File: src/rtl/ssd_pkg.sv
// ssd_pkg: shared FSM state, BCD digit type and active-low segment patterns for the sum display.
package ssd_pkg;
  typedef enum logic [1:0] {IDLE, SHIFT, DONE} state_t;
  typedef logic [3:0] bcd_t;
  localparam logic [6:0] SEG_BLANK = 7'b1111111;
  localparam logic [6:0] SEG_MINUS = 7'b0111111;
  localparam logic [6:0] SEG_DIGIT [10] = '{
    7'b1000000, 7'b1111001, 7'b0100100, 7'b0110000, 7'b0011001,
    7'b0010010, 7'b0000010, 7'b1111000, 7'b0000000, 7'b0010000
  };
  function automatic logic [6:0] seg_decode(input bcd_t d);
    return (d > 4'd9) ? SEG_BLANK : SEG_DIGIT[d];
  endfunction
endpackage

File: src/rtl/bin2bcd_seq.sv
// bin2bcd_seq: sequential double-dabble converter for an 8-bit magnitude, with captured sign and busy flag.
module bin2bcd_seq
  import ssd_pkg::*;
(
  input  logic       clk,
  input  logic       rst,
  input  logic       load,
  input  logic [7:0] bin,
  input  logic       neg,
  output logic       busy,
  output logic       done,
  output logic       neg_q,
  output bcd_t       hund,
  output bcd_t       tens,
  output bcd_t       ones
);
  state_t state, state_n;
  logic [7:0] sh;
  logic [11:0] bcd, adj;
  logic [3:0] cnt;
  function automatic bcd_t add3(input bcd_t n);
    return (n >= 4'd5) ? n + 4'd3 : n;
  endfunction
  assign adj = {add3(bcd[11:8]), add3(bcd[7:4]), add3(bcd[3:0])};
  assign hund = bcd[11:8];
  assign tens = bcd[7:4];
  assign ones = bcd[3:0];
  always_ff @(posedge clk or posedge rst)
    if (rst) begin
      state <= IDLE;
      busy <= 1'b0;
    end else begin
      state <= state_n;
      busy <= (state_n != IDLE);
    end
  always_comb
    case (state)
      IDLE:    state_n = load ? SHIFT : IDLE;
      SHIFT:   state_n = (cnt == 4'd7) ? DONE : SHIFT;
      default: state_n = IDLE;
    endcase
  always_comb done = (state == DONE);
  // Adjust-then-shift each SHIFT cycle; eight shifts leave the BCD result in bcd.
  always_ff @(posedge clk or posedge rst)
    if (rst) begin
      sh <= '0;
      bcd <= '0;
      cnt <= '0;
      neg_q <= 1'b0;
    end else if (state == IDLE && load) begin
      sh <= bin;
      bcd <= '0;
      cnt <= '0;
      neg_q <= neg;
    end else if (state == SHIFT) begin
      {bcd, sh} <= {adj, sh} << 1;
      cnt <= cnt + 4'd1;
    end
endmodule

File: src/rtl/ssd_sum_display.sv
// ssd_sum_display: 4-digit multiplexed common-anode display of a signed 8-bit sum (sign + 3 BCD digits).
// Define SSD_LEADING_ZERO_BLANK_EN to blank leading zeros of the hundreds and tens digits.
module ssd_sum_display
  import ssd_pkg::*;
#(
  parameter int REFRESH_DIV = 100000,
  parameter int MAG_W = 8
) (
  input  logic             clk,
  input  logic             rst,
  input  logic [MAG_W-1:0] sum,
  input  logic             neg,
  input  logic             load,
  output logic             busy,
  output logic [3:0]       an,
  output logic [6:0]       seg,
  output logic             dp
);
  localparam int CW = $clog2(REFRESH_DIV);
  localparam logic [CW-1:0] LAST = CW'(REFRESH_DIV - 1);
  logic done, c_neg, d_s, blank_h, blank_t;
  bcd_t c_h, c_t, c_o, d_h, d_t, d_o;
  logic [CW-1:0] rcnt;
  logic [1:0] idx;
  logic [6:0] seg_n;
  bin2bcd_seq u_conv (
    .clk(clk), .rst(rst), .load(load), .bin(sum), .neg(neg),
    .busy(busy), .done(done), .neg_q(c_neg), .hund(c_h), .tens(c_t), .ones(c_o)
  );
  // Display registers update atomically on completion, so no slot mixes old and new digits.
  always_ff @(posedge clk or posedge rst)
    if (rst) begin
      d_h <= '0;
      d_t <= '0;
      d_o <= '0;
      d_s <= 1'b0;
    end else if (done) begin
      d_h <= c_h;
      d_t <= c_t;
      d_o <= c_o;
      d_s <= c_neg && ({c_h, c_t, c_o} != 12'd0);
    end
`ifdef SSD_LEADING_ZERO_BLANK_EN
  assign blank_h = (d_h == 4'd0);
  assign blank_t = blank_h && (d_t == 4'd0);
`else
  assign blank_h = 1'b0;
  assign blank_t = 1'b0;
`endif
  always_comb
    seg_n = (idx == 2'd3) ? (d_s ? SEG_MINUS : SEG_BLANK) :
            (idx == 2'd2) ? (blank_h ? SEG_BLANK : seg_decode(d_h)) :
            (idx == 2'd1) ? (blank_t ? SEG_BLANK : seg_decode(d_t)) :
            seg_decode(d_o);
  always_ff @(posedge clk or posedge rst)
    if (rst) begin
      rcnt <= '0;
      idx <= '0;
      an <= 4'b1111;
      seg <= SEG_BLANK;
    end else begin
      rcnt <= (rcnt == LAST) ? '0 : rcnt + 1'b1;
      idx <= (rcnt == LAST) ? idx + 2'd1 : idx;
      an <= ~(4'b0001 << idx);
      seg <= seg_n;
    end
  assign dp = 1'b1;
endmodule
File: config.mk
export PLATFORM = sky130hd
export DESIGN_NAME = ssd_sum_display
export DESIGN_NICKNAME = d
export VERILOG_FILES = /design/src/rtl/ssd_pkg.sv /design/src/rtl/bin2bcd_seq.sv /design/src/rtl/ssd_sum_display.sv
export SDC_FILE = /design/constraint.sdc
export NUM_CORES = 1
export LEC_CHECK = 0
export ABC_AREA = 1
export CAP_MARGIN = 20
export CORE_MARGIN = 8
export CORE_UTILIZATION = 54
export DETAILED_ROUTE_END_ITERATION = 16
export HOLD_SLACK_MARGIN = 0.03
export PLACE_DENSITY = 0.77
export SYNTH_ARGS = -nofsm -noshare
export SYNTH_HDL_FRONTEND = slang
export SYNTH_SLANG_ARGS = --single-unit
File: constraint.sdc
create_clock -name clk -period 2.46 [get_ports clk]
set_clock_uncertainty 0.2 [all_clocks]
set_input_delay 0.369 -clock clk [delete_from_list [all_inputs] [get_ports clk]]
set_output_delay 0.369 -clock clk [all_outputs]
set_load 0.02 [all_outputs]
# --- Word-level counts from Yosys, hierarchy flattened ---
# Memory sizes are Yosys's and may differ from the RTL's.
# Cells that the tools add are included.
word_totals:
  mem_count: 3
  word_cells: 76
  romBits: 336
  reg_bits: 71
  out_inout_bits: 13
op_classes:
  n_mux: 26
  shift: 1
  bitwise_logic: 4
  eq_ne: 7
  addsub: 6
  n_lt_le_gt_ge: 9
  n_reduce_logical: 6
memory_table:
  columns: ["name", "words", "word_bits", "rd", "rd_clocked_by_memory_dff", "wr", "line", "rtl"]
  rows:
  - ["(name not given)", 16, 7, 1, 0, 0, "ssd_pkg.sv:12", "return (d > 4'd9) ? SEG_BLANK : SEG_DIGIT[d];"]
  - ["(name not given)", 16, 7, 1, 0, 0, "ssd_pkg.sv:12", null]
  - ["(name not given)", 16, 7, 1, 0, 0, "ssd_pkg.sv:12", null]
ops:
  columns: ["operator", "count"]
  rows:
  - ["$mux 7", 13]
  - ["$mux 12", 2]
  - ["$add 17x1->17 const B", 1]
  - ["$eq 17x17->1 const B", 1]
  - ["$mux 17", 1]
  - ["$mux 4", 4]
  - ["$mux 8", 2]
  - ["$ge 5x5->1 const B", 3]
  - ["$not 4->5", 3]
  - ["$ge 4x3->1 const B", 3]
  - ["$gt 4x4->1 const B", 3]
  - ["$reduce_bool 12->1", 1]
  - ["$add 4x2->4 const B", 2]
  - ["$eq 2x2->1 const B", 3]
  - ["$add 4x1->4 const B", 1]
  - ["$eq 2x1->1 const B", 2]
  - ["$eq 4x3->1 const B", 1]
  - ["$not 4->4", 1]
  - ["$pmux 2 s2", 1]
  - ["$reduce_bool 2->1", 2]
  - ["$shl 1x2->4 const A", 1]
  - ["$add 3x2->3 const B", 1]
  - ["$mux 3", 1]
  - ["$add 2x1->2 const B", 1]
  - ["other kinds (4)", 5]

# --- Longest topological paths before layout ---
# Gate-level depths: netlist of run 1.
logic_depth:
  word_depth: 8
  ltp_mapped: 9
  ltp_nobuf: 9

# --- By module ---
# Synthesis of run 1 repeated with hierarchy kept, for this count alone.
hier_totals:
  cells_unflattened: 504
  area_unflattened_um2: 3980.1
by_module_without_submodules:
  columns: ["module", "area_each_um2", "cells_per_inst", "n_inst"]
  rows:
  - ["ssd_sum_display", 2533.7, 323, 1]
  - ["bin2bcd_seq", 1446.4, 181, 1]

# --- Worst setup path after synthesis of run 1 ---
# OpenSTA, ideal clock, no wires.
synth_path:
  path_kind: "register -> register"
  start: "register idx[0]"
  end: "register seg[5]"
  stages_incl_launch_ff: 7
  synth_period_minus_slack_ps: 1529
  t_arrival_ps: 1246
  path_slack_ps: 931
  cell_sequence: "dfrtp_1 > inv_1 > ha_1 > clkbuf_1 > clkinv_1 > nand3_1 > nand3_1"
synth_via:
  elab_chain_cells: 4
  word_cells_on_any_way: 6
  cone_classes: "eq/ne: 3; mux: 3"
synth_lines:
  columns: ["item", "line", "rtl"]
  rows:
  - ["from (decl)", "ssd_sum_display.sv:24", "logic [1:0] idx;"]
  - ["from (signal assigned)", "ssd_sum_display.sv:63", "idx <= (rcnt == LAST) ? idx + 2'd1 : idx;"]
  - ["$eq 2x1->1", "ssd_sum_display.sv:53", "(idx == 2'd1) ? (blank_t ? SEG_BLANK : seg_decode(d_t)) :"]
  - ["$mux 7", "ssd_sum_display.sv:53", null]
  - ["$mux 7", "ssd_sum_display.sv:52", "(idx == 2'd2) ? (blank_h ? SEG_BLANK : seg_decode(d_h)) :"]
  - ["$mux 7 *", "ssd_sum_display.sv:51", "seg_n = (idx == 2'd3) ? (d_s ? SEG_MINUS : SEG_BLANK) :"]
  - ["named net seg_n[5]", "ssd_sum_display.sv:25", "logic [6:0] seg_n;"]
  - ["to (signal assigned)", "ssd_sum_display.sv:65", "seg <= seg_n;"]
  - ["to (decl)", "ssd_sum_display.sv:16", "output logic [6:0] seg,"]
# Mark *: on every way through the listed nets, which the timed path passes. The rest lies on a longest branch.
# A chain may end at the register's enable or synchronous reset.

# --- Worst setup path after layout of run 1 ---
layout_path:
  start: "register seg[3]"
  end: "output seg[3]"
# No word-level cell between the ends.

==> results.md, run 1 <==
Hold path:
- The worst hold path class is input port to asynchronous set/reset pin.

Synth:
- Among all flip-flop cells after synthesis, the most frequent one is sky130_fd_sc_hd__dfrtp_1.
- Synthesis handed over a netlist of 485 instances.
- Synthesis produced a netlist with a net count of 526.
- The netlist uses 32 different library cells.
- The average footprint of a synthesized cell is 8.11 um2.
- Counting flops and latches in the post-synthesis netlist gives ~70.
- The share of the yosys chip area belonging to registers is 45.5%.
- The cell taking the most area after synthesis is sky130_fd_sc_hd__dfrtp_1.
- In the post-synthesis netlist, the biggest area contributors are sky130_fd_sc_hd__dfrtp_1 38%, sky130_fd_sc_hd__nand2_1 11%, sky130_fd_sc_hd__ha_1 9.2%.
- The number of flops mapped to enable cells by yosys is 0.
- The synthesized netlist occupies a cell area of 3930 um2.
- For this run, asynchronously set or reset flops after synthesis account for 100%.
- For this run, the number of Yosys warnings is 0.
- The portion of synthesized cell area occupied by the leading cell type is between 30% and 40%.

GRT:
- The number of antenna violations at the first check in global routing came to 0.
- After global routing the overflow that remains totals 0.
- Global routing used 16.1% of the available tracks.
- The number of global-route vias before repair was ~3,200.
- Entering global routing, the biggest net connects around 70 pins.
- The first global-routing pass estimated 13,200 um of wire.

Detailed routing:
- Dividing the detail-routed via count by the number of cells gives 5.09.
- The overall via count from detail_route is ~3,100.
- The routed length per instance is 11.7 um.
- The count of nets left with antenna violations after detail routing is 0.
- After the first detailed-routing iteration, the DRC count stood at 132.
- Before antenna repair, the detailed router went through 5 iterations.
- For this block, the routed nets add up to 7250 um of wire.
- After detailed routing, the number of remaining DRC violations is 0.

Timing:
- The time the worst path needs with I/O delays and setup is between 2 and 2.5 ns.
- The number of hold-slack violations in the final timing report is 0.
- The max-slew violation count is 0.
- The worst path uses 82.6% of the clock period.
- The achievable frequency is 0.492 GHz.
- Setup repair after global routing left no endpoint under its margin.
- The final setup violation count is 0.
- The worst slew slack as a fraction of its limit is 59.9%.
- The transition at the pin with the smallest max-transition slack is 0.599 ns.
- The final-layout setup total negative slack is 0 ns.

Setup path:
- The data required time of the worst path is 1.89 ns.
- Together, buffers and inverters on the worst path number 1.
- The gate family responsible for the most delay along the worst path is buffers and inverters.
- Among all stages on the critical path, the largest delay is contributed by sky130_fd_sc_hd__clkdlybuf4s50_1.
- The maximum single-stage delay on the critical path is 0.60 ns.
- The maximum fanout along the worst path is 1.
- Data on the critical path arrives at its endpoint at 1.46 ns.
- The worst setup path is captured at a primary output.
- The worst setup path is of the flop to primary output kind.
- The critical path launch point type is a flop.
- The critical path goes through clkdlybuf4s50_1.

Layout:
- Of the cells placed in the final design, the portion with a size suffix greater than 1 is 8.86%.
- After filler insertion, the fill cell instance count of the layout stands at 630.
- The area growth from synthesis to layout is 14.7%.
- The multi-input logic area is 1810 um2.
- The total area of sequential cells is about 1800 um2.
- The most common cell after layout, fill and taps aside is sky130_fd_sc_hd__nand2_1.
- The net count of the finished layout is 555.
- The number of antenna diodes in the final layout is 0.
- In the layout the commonest cells are 117 x sky130_fd_sc_hd__nand2_1, 74 x sky130_fd_sc_hd__inv_1, 60 x sky130_fd_sc_hd__dfrtp_1, 42 x sky130_fd_sc_hd__nand3_1, 41 x sky130_fd_sc_hd__o21ai_0.
- At the end of the flow the core is filled with cells to between 60% and 70%.
- The non-filler instance count after layout is between 600 and 700.

Die:
- The vertical die dimension is 101 um.
- The die is between 100 and 150 um wide.
- Pin placement for this block handled 25 I/O pins.
- The total area inside the core boundary comes to 7140 um2.
- The floorplan has 31 rows.
- The area of the die is 10,300 um2.
- For this configuration, the core starts out at a cell density of 55.1%.

Power and ir drop:
- The cell area power density is 1040 nW/um2.
- Power comes to roughly 0.0047 W.
- Of the total power, the share spent switching nets is 38.0%.
- Per report_power, the sequential group accounts for 37.8% of the total.
- The combinational power share is 40.0%.
- The worst-case IR drop observed on VDD is 605 uV.
- The internal portion of the total power is 0.00292 W.
- The portion of total power attributed to the clock network is 22.1%.
- The analysis attributes to net switching a power of approximately 0.0018 W.
- The analysis attributes to cell leakage a power of 2.22 nW.

Place:
- The global placer's final weighted congestion is 0.881.
- Input and output buffers added on the ports amount to 23.
- The post-detailed-placement half-perimeter wirelength is 5370 um.
- The number of cells after detailed placement is 602.

Clocking:
- The buffer count from post-CTS setup fixing is 0.
- Once the clock tree was built, the resizer swapped 0 gates to a different size.
- The number of clock sinks is 71.
- The clock tree root buffer cell is sky130_fd_sc_hd__clkbuf_8.
- The CTS tree is built.
- The later pin in the worst-skew pair is clocked with a latency of between 0.3 and 0.4 ns.
- The cts-stage hold buffer count is 0.
- After clock tree synthesis, the clock-pin slew on the worst setup and hold paths is around 0.070 ns.
- The clock passes through at most 2 buffers.
- The H-tree depth is 3.
- The number of clock buffers added by TritonCTS is 9.

Job:
- The max-capacitance violation count is 0.

Outcome:
- The flow ran to the end, and the final reports show no timing, DRC or antenna violations.
-- sequential cells by signal, summed over array words and instances (netlist names), 2 cells and up --
name          cells
idx               2
rcnt             17
u_conv.sh         8
u_conv.cnt        4
d_t               4
u_conv.state      2
u_conv.bcd       12
d_h               4
seg               7
d_o               4
an                4
-- worst min-delay path, delay by kind of cell --
family	cells	cell delay, ns
buf+inv	3	0.77
-- path summary, 6_finish.rpt --
check	startpoint	end	slack, ns	cells after the start
setup / recovery	seg[3]$_DFF_PP1_	seg[3]	0.43	1
hold / removal	rst	rcnt[3]$_DFF_PP0_	0.20	3
min in group clk	rcnt[0]$_DFF_PP0_	rcnt[0]$_DFF_PP0_	0.27	1
hold reg to reg	rcnt[0]$_DFF_PP0_	rcnt[0]$_DFF_PP0_	0.27	1
setup reg to reg	u_conv.state[1]$_DFF_PP0_	u_conv.cnt[3]$_DFFE_PP0P_	0.72	6
max in group asynchronous	rst	seg[4]$_DFF_PP1_	1.51	3
-- cell usage after synthesis (3+ instances only) --
library cell	n
sky130_fd_sc_hd__dfrtp_1	60
sky130_fd_sc_hd__dfstp_2	11
sky130_fd_sc_hd__nor3_1	5
sky130_fd_sc_hd__nand3_1	42
sky130_fd_sc_hd__nand2_1	117
sky130_fd_sc_hd__o22ai_1	4
sky130_fd_sc_hd__o21ai_0	41
sky130_fd_sc_hd__inv_1	75
sky130_fd_sc_hd__a21oi_1	12
sky130_fd_sc_hd__o221ai_1	7
sky130_fd_sc_hd__nand4_1	5
sky130_fd_sc_hd__o211ai_1	3
sky130_fd_sc_hd__nand2_2	3
sky130_fd_sc_hd__xor2_1	6
sky130_fd_sc_hd__nor2_1	35
sky130_fd_sc_hd__ha_1	29
sky130_fd_sc_hd__clkbuf_1	3
sky130_fd_sc_hd__or2_2	3
sky130_fd_sc_hd__nor2_2	3
sky130_fd_sc_hd__buf_2	6
-- per-layer routing --
layer / vias up / track usage [%] / part of all wire (%)
li1: 1605 / - / -
met1: 1469 / 19.0 / 47
met2: 59 / 26.9 / 47
met3: 12 / 4.05 / 3.9
met4: 0 / 7.56 / 1.9
met5: - / 0 / 0
-- cells by family (layout without fill, tap and decap cells) --
| group | count (synthesis) | in the layout | synth area share (%) |
|---|---|---|---|
| and+or+nand+nor | 219 | 219 | 24.4 |
| buffers and inverters | 87 | 121 | 8.59 |
| DFF | 71 | 71 | 45.5 |
| AOI/OAI and AO/OA | 69 | 69 | 9.96 |
| adders and majority gates | 29 | 29 | 9.22 |
| xor gates and xnor gates | 9 | 9 | 2.19 |
| other | 1 | 1 | 0.0953 |
-- layout make-up --
class	instances	area share, %
timing repair buffer	28	6.21
sequential	71	39.7
tap	99	2.74
clock buffer	13	3.52
multi-input combinational	327	40.0
clock inverter	3	1.44
inverter	77	6.40
-- stage by stage --
| step | area (um2) | worst slack (ns) | hold WS (ns) |
|---|---|---|---|
| after floorplan | 3930 | 0.113 | 0.228 |
| after global placement | 4290 | 0.474 | 0.255 |
| after detailed placement | 4290 | 0.447 | 0.263 |
| after CTS | 4510 | 0.399 | 0.228 |
| after global routing | 4510 | 0.380 | 0.241 |
| final | 4510 | 0.428 | 0.197 |
-- power by group through the flow --
stage / Combinational, W / Clock (W) / Sequential, W
2_1_floorplan: 0.00134 / 0 / 0.00183
3_3_place_gp: 0.00181 / 0 / 0.00179
3_5_place_dp: 0.00189 / 0 / 0.00181
4_1_cts: 0.00190 / 0.00108 / 0.00178
5_1_grt: 0.00220 / 0.00113 / 0.00183
6_report: 0.00189 / 0.00104 / 0.00178
(Power assumes the default switching activity.)
==> inputs of run 2 (changes only) <==
clock period = 1.7 ns   (was 2.46 ns; I/O delays follow)
==> run 2 against run 1 <==
Net effect: non-clock buffer count up 11; register-to-register slack worse by 0.65 ns; sequential power up 45%; routed wire length up 1.3%; first-iteration DRC count up 17%; via count up 0.67%; clock power up 18%; critical path type is now flop to flop.
==> results.md, run 2 (synthesized netlist as in run 1, its figures left out) <==
Power and ir drop:
- The total power is 0.00657 W (+39%).
- The share of total power consumed by net switching is 39.4% (+1.4 points).
- The cell area power density came to 1430 nW/um2 (+37%).
- The leakage power total is 2.27 nW (+1.9%).
- The switching power came to 0.00259 W (+45%).
- The internal power contribution came to 0.00398 W (+36%).
- The sequential power share is 39.3% (+1.5 points).
- The combinational power share is 42.0% (+2.0 points).
- The portion of total power attributed to the clock network is 18.7% (-3.4 points).
- The peak supply drop came to 921 uV (+52%).

Clocking:
- The clock latency on the worst-skew pair is 0.33 ns (-0.02 ns).
- The clock tree root buffer cell is sky130_fd_sc_hd__clkbuf_8.
- The H-tree depth is 3 (unchanged).
- The deepest clock path buffer count is 2 (unchanged).
- The clock-pin slew on the worst setup and hold paths is 0.07 ns (about the same).
- The total clock buffers created by CTS came to 9 (unchanged).
- The number of clock sinks was 71 (unchanged).
- TritonCTS built the clock tree.
- The cts-stage hold buffer count came to 0 (unchanged).

GRT:
- The largest net degree at the start of global routing is 72 (unchanged).
- The global routing met3 resource utilization came to 2.89% (-1.2 points).
- The global-route wire length before repair is 13,000 um (-1.7%).
- The number of global-route vias before repair is 3,102 (-2.7%).
- The met1 capacity usage during global routing came to 19.0% (about the same).
- The fraction of met2 tracks used by global routing is 25.9% (-1.0 points).
- The number of antenna violations at the first check in global routing came to 0 (unchanged).
- The total track usage was 15.7% (-0.42 points).
- The sum of overflow across all layers after global routing is 0 (unchanged).
- met2 is the most crowded layer.

Place:
- The instance area after placement was 4340 um2 (+1.1%).
- The global placer's final weighted congestion is 0.898 (+1.9%).
- The post-detailed-placement half-perimeter wirelength is 5320 um (-1.0%).
- The count of buffers inserted at the top-level ports is 23 (unchanged).

Setup path:
- STA classifies the critical path startpoint as a flop.
- The path type of the worst setup path is flop to flop.
- The kind of capture point of the worst setup path is a flop.
- The data arrival time at the worst-slack endpoint came to 1.68 ns (+0.22 ns).
- The reg-to-reg setup timing slack is 0.07 ns (-0.65 ns).
- The maximum fanout along the worst path is 4 (+3).
- The endpoint of the most critical register-to-register path is seg[0]$_DFF_PP1_.
- The data required time of the worst path came to 1.76 ns (-0.13 ns).
- The depth of the most critical reg-to-reg path was 6 (unchanged).
- In this run the critical register-to-register path is launched from d_h[0]$_DFFE_PP0N_.

Layout:
- rcnt holds more flip-flops than any other register.
- Compared with the post-synthesis result, the final layout area differs by 16.4%.
- The utilization of the core after routing was 64.2% (+0.93 points).
- The largest registers in the layout are rcnt: 17 flops, u_conv.bcd: 12 flops, u_conv.sh: 8 flops.
- In the layout the commonest cells are 115 x sky130_fd_sc_hd__nand2_1, 69 x sky130_fd_sc_hd__inv_1, 60 x sky130_fd_sc_hd__dfrtp_1, 41 x sky130_fd_sc_hd__o21ai_0, 40 x sky130_fd_sc_hd__nand3_1.
- The final layout net count is 566 (+2.0%).
- The most common cell after layout, fill and taps aside is sky130_fd_sc_hd__nand2_1.
- The count of inserted antenna diode cells is 0 (unchanged).
- The total area of sequential cells is 1790 um2 (unchanged).
- The share of post-route cells with drive strength above 1 was 13.2% (+4.3 points).
- The flip-flop count of the largest register after layout is 17 (unchanged).
- The multi-input logic area is 1840 um2 (+2.1%).
- The number of filler cells placed in the layout is 617 (-2.1%).
- The post-route standard cell area excluding fillers is 4580 um2 (+1.5%).

Timing:
- After layout, the minimum clock period comes to 1.63 ns.
- Setup repair after global routing left no endpoint under its margin.
- The max-slew violation count is 0 (unchanged).
- The worst path uses a little over nine tenths of the clock period.
- The number of hold-slack violations in the final timing report is 0 (unchanged).
- Static timing analysis puts the maximum clock frequency at 0.615 GHz.
- The final-layout setup total negative slack came to 0 ns (unchanged).
- The worst hold slack is 0.158 ns (-0.0391 ns).
- The final setup violation count is 0 (unchanged).

Detailed routing:
- The routed length per instance is 11.7 um (-0.45%).
- The count of unresolved DRC violations after routing was 0 (unchanged).
- The total detailed-routing wirelength came to 7340 um (+1.3%).
- The count of nets left with antenna violations after detail routing is 0 (unchanged).
- The via-per-instance ratio is 5.03 (-1.1%).
- The overall via count from detail_route is 3,166 (+0.67%).
- The DRC marker count from the first detailed-route iteration is 155 (+17%).
- The number of optimization iterations in the first detailed-route pass is 5 (unchanged).

Die:
- The starting density of the core is 55.1% (unchanged).
- The number of rows created at floorplan came to 31 (unchanged).
- The width of the chip came to 101 um (unchanged).
- The top-level I/O count was 25 (unchanged).
- The vertical die dimension came to 101 um (unchanged).
- The floorplan core area is 7140 um2 (unchanged).
- The area of the die is 10,300 um2 (unchanged).

Job:
- The max-capacitance violation count is 0 (unchanged).

Outcome:
- The flow ran to the end, and the final reports show no timing, DRC or antenna violations.

Hold path:
- The worst hold path class is input port to asynchronous set/reset pin.
-- run 2: changes by cell type in the layout (fill, tap and decap cells not counted), sizes merged --
cell           before  now
dlygate4sd2         0   12
clkinvlp            0    1
bufinv              2    0
buf                 5   16
clkdlybuf4s50      23   11
clkbuf             13   15
clkinv              2    1
-- run 2: stage by stage --
step / instances / setup slack [ns]
2_1_floorplan: 485 / 0.171
3_3_place_gp: 608 / 0.0746
3_5_place_dp: 608 / 0.0427
4_1_cts: 624 / 0.0271
5_1_grt: 629 / 0.00330
6_report: 629 / 0.0739
-- run 2: final cells by class --
cell class / instances / share of cell area [%]
Clock inverter: 1 / 0.109
Timing Repair Buffer: 39 / 7.60
Inverter: 77 / 6.39
Clock buffer: 15 / 3.85
Tap cell: 99 / 2.70
Sequential cell: 71 / 39.1
Multi-Input combinational cell: 327 / 40.2
-- run 2: how the worst max path moves through the flow --
stage	from	end	slack (ns)	cells after the start
detailed placement	d_o[1]$_DFFE_PP0N_	seg[4]$_DFF_PP1_	0.04	8
finish	d_h[0]$_DFFE_PP0N_	seg[0]$_DFF_PP1_	0.07	6
CTS	d_o[1]$_DFFE_PP0N_	seg[4]$_DFF_PP1_	0.03	8
global placement	d_o[0]$_DFFE_PP0N_	seg[4]$_DFF_PP1_	0.07	8
floorplan	idx[0]$_DFFE_PP0N_	seg[5]$_DFF_PP1_	0.17	6
global route	d_h[1]$_DFFE_PP0N_	seg[0]$_DFF_PP1_	0.003	7
-- run 2: critical path: stages (launching register included) --
cell and delay (ns):
sky130_fd_sc_hd__dfrtp_1 0.41, sky130_fd_sc_hd__ha_1 0.23, sky130_fd_sc_hd__or2_2 0.30, sky130_fd_sc_hd__o211ai_1 0.09, sky130_fd_sc_hd__nand2_1 0.08, sky130_fd_sc_hd__a21oi_1 0.17
sky130_fd_sc_hd__nand2_1 0.08
-- run 2: power groups by stage --
stage               registers, W  clock network (W)  logic [W]
finish                   0.00258            0.00123    0.00276
global route             0.00265            0.00133    0.00319
CTS                      0.00257            0.00126    0.00271
detailed placement       0.00261                  0    0.00276
global placement         0.00258                  0    0.00266
floorplan                0.00265                  0    0.00194
-- run 2: timing repair --
item | CTS | global route
setup buffers | 0 | 5
endpoints found under the hold margin | 0 | 0
setup endpoints to repair | 12 | 20
pin swaps | 0 | 2
resized for setup | 12 | 16
-- run 2: per-layer routing --
layer / part of all wire [%] / vias to the layer above
met3: 4.3 / 18
met2: 47 / 67
met4: 2.6 / 0
li1: - / 1635
met5: 0 / -
met1: 46 / 1446
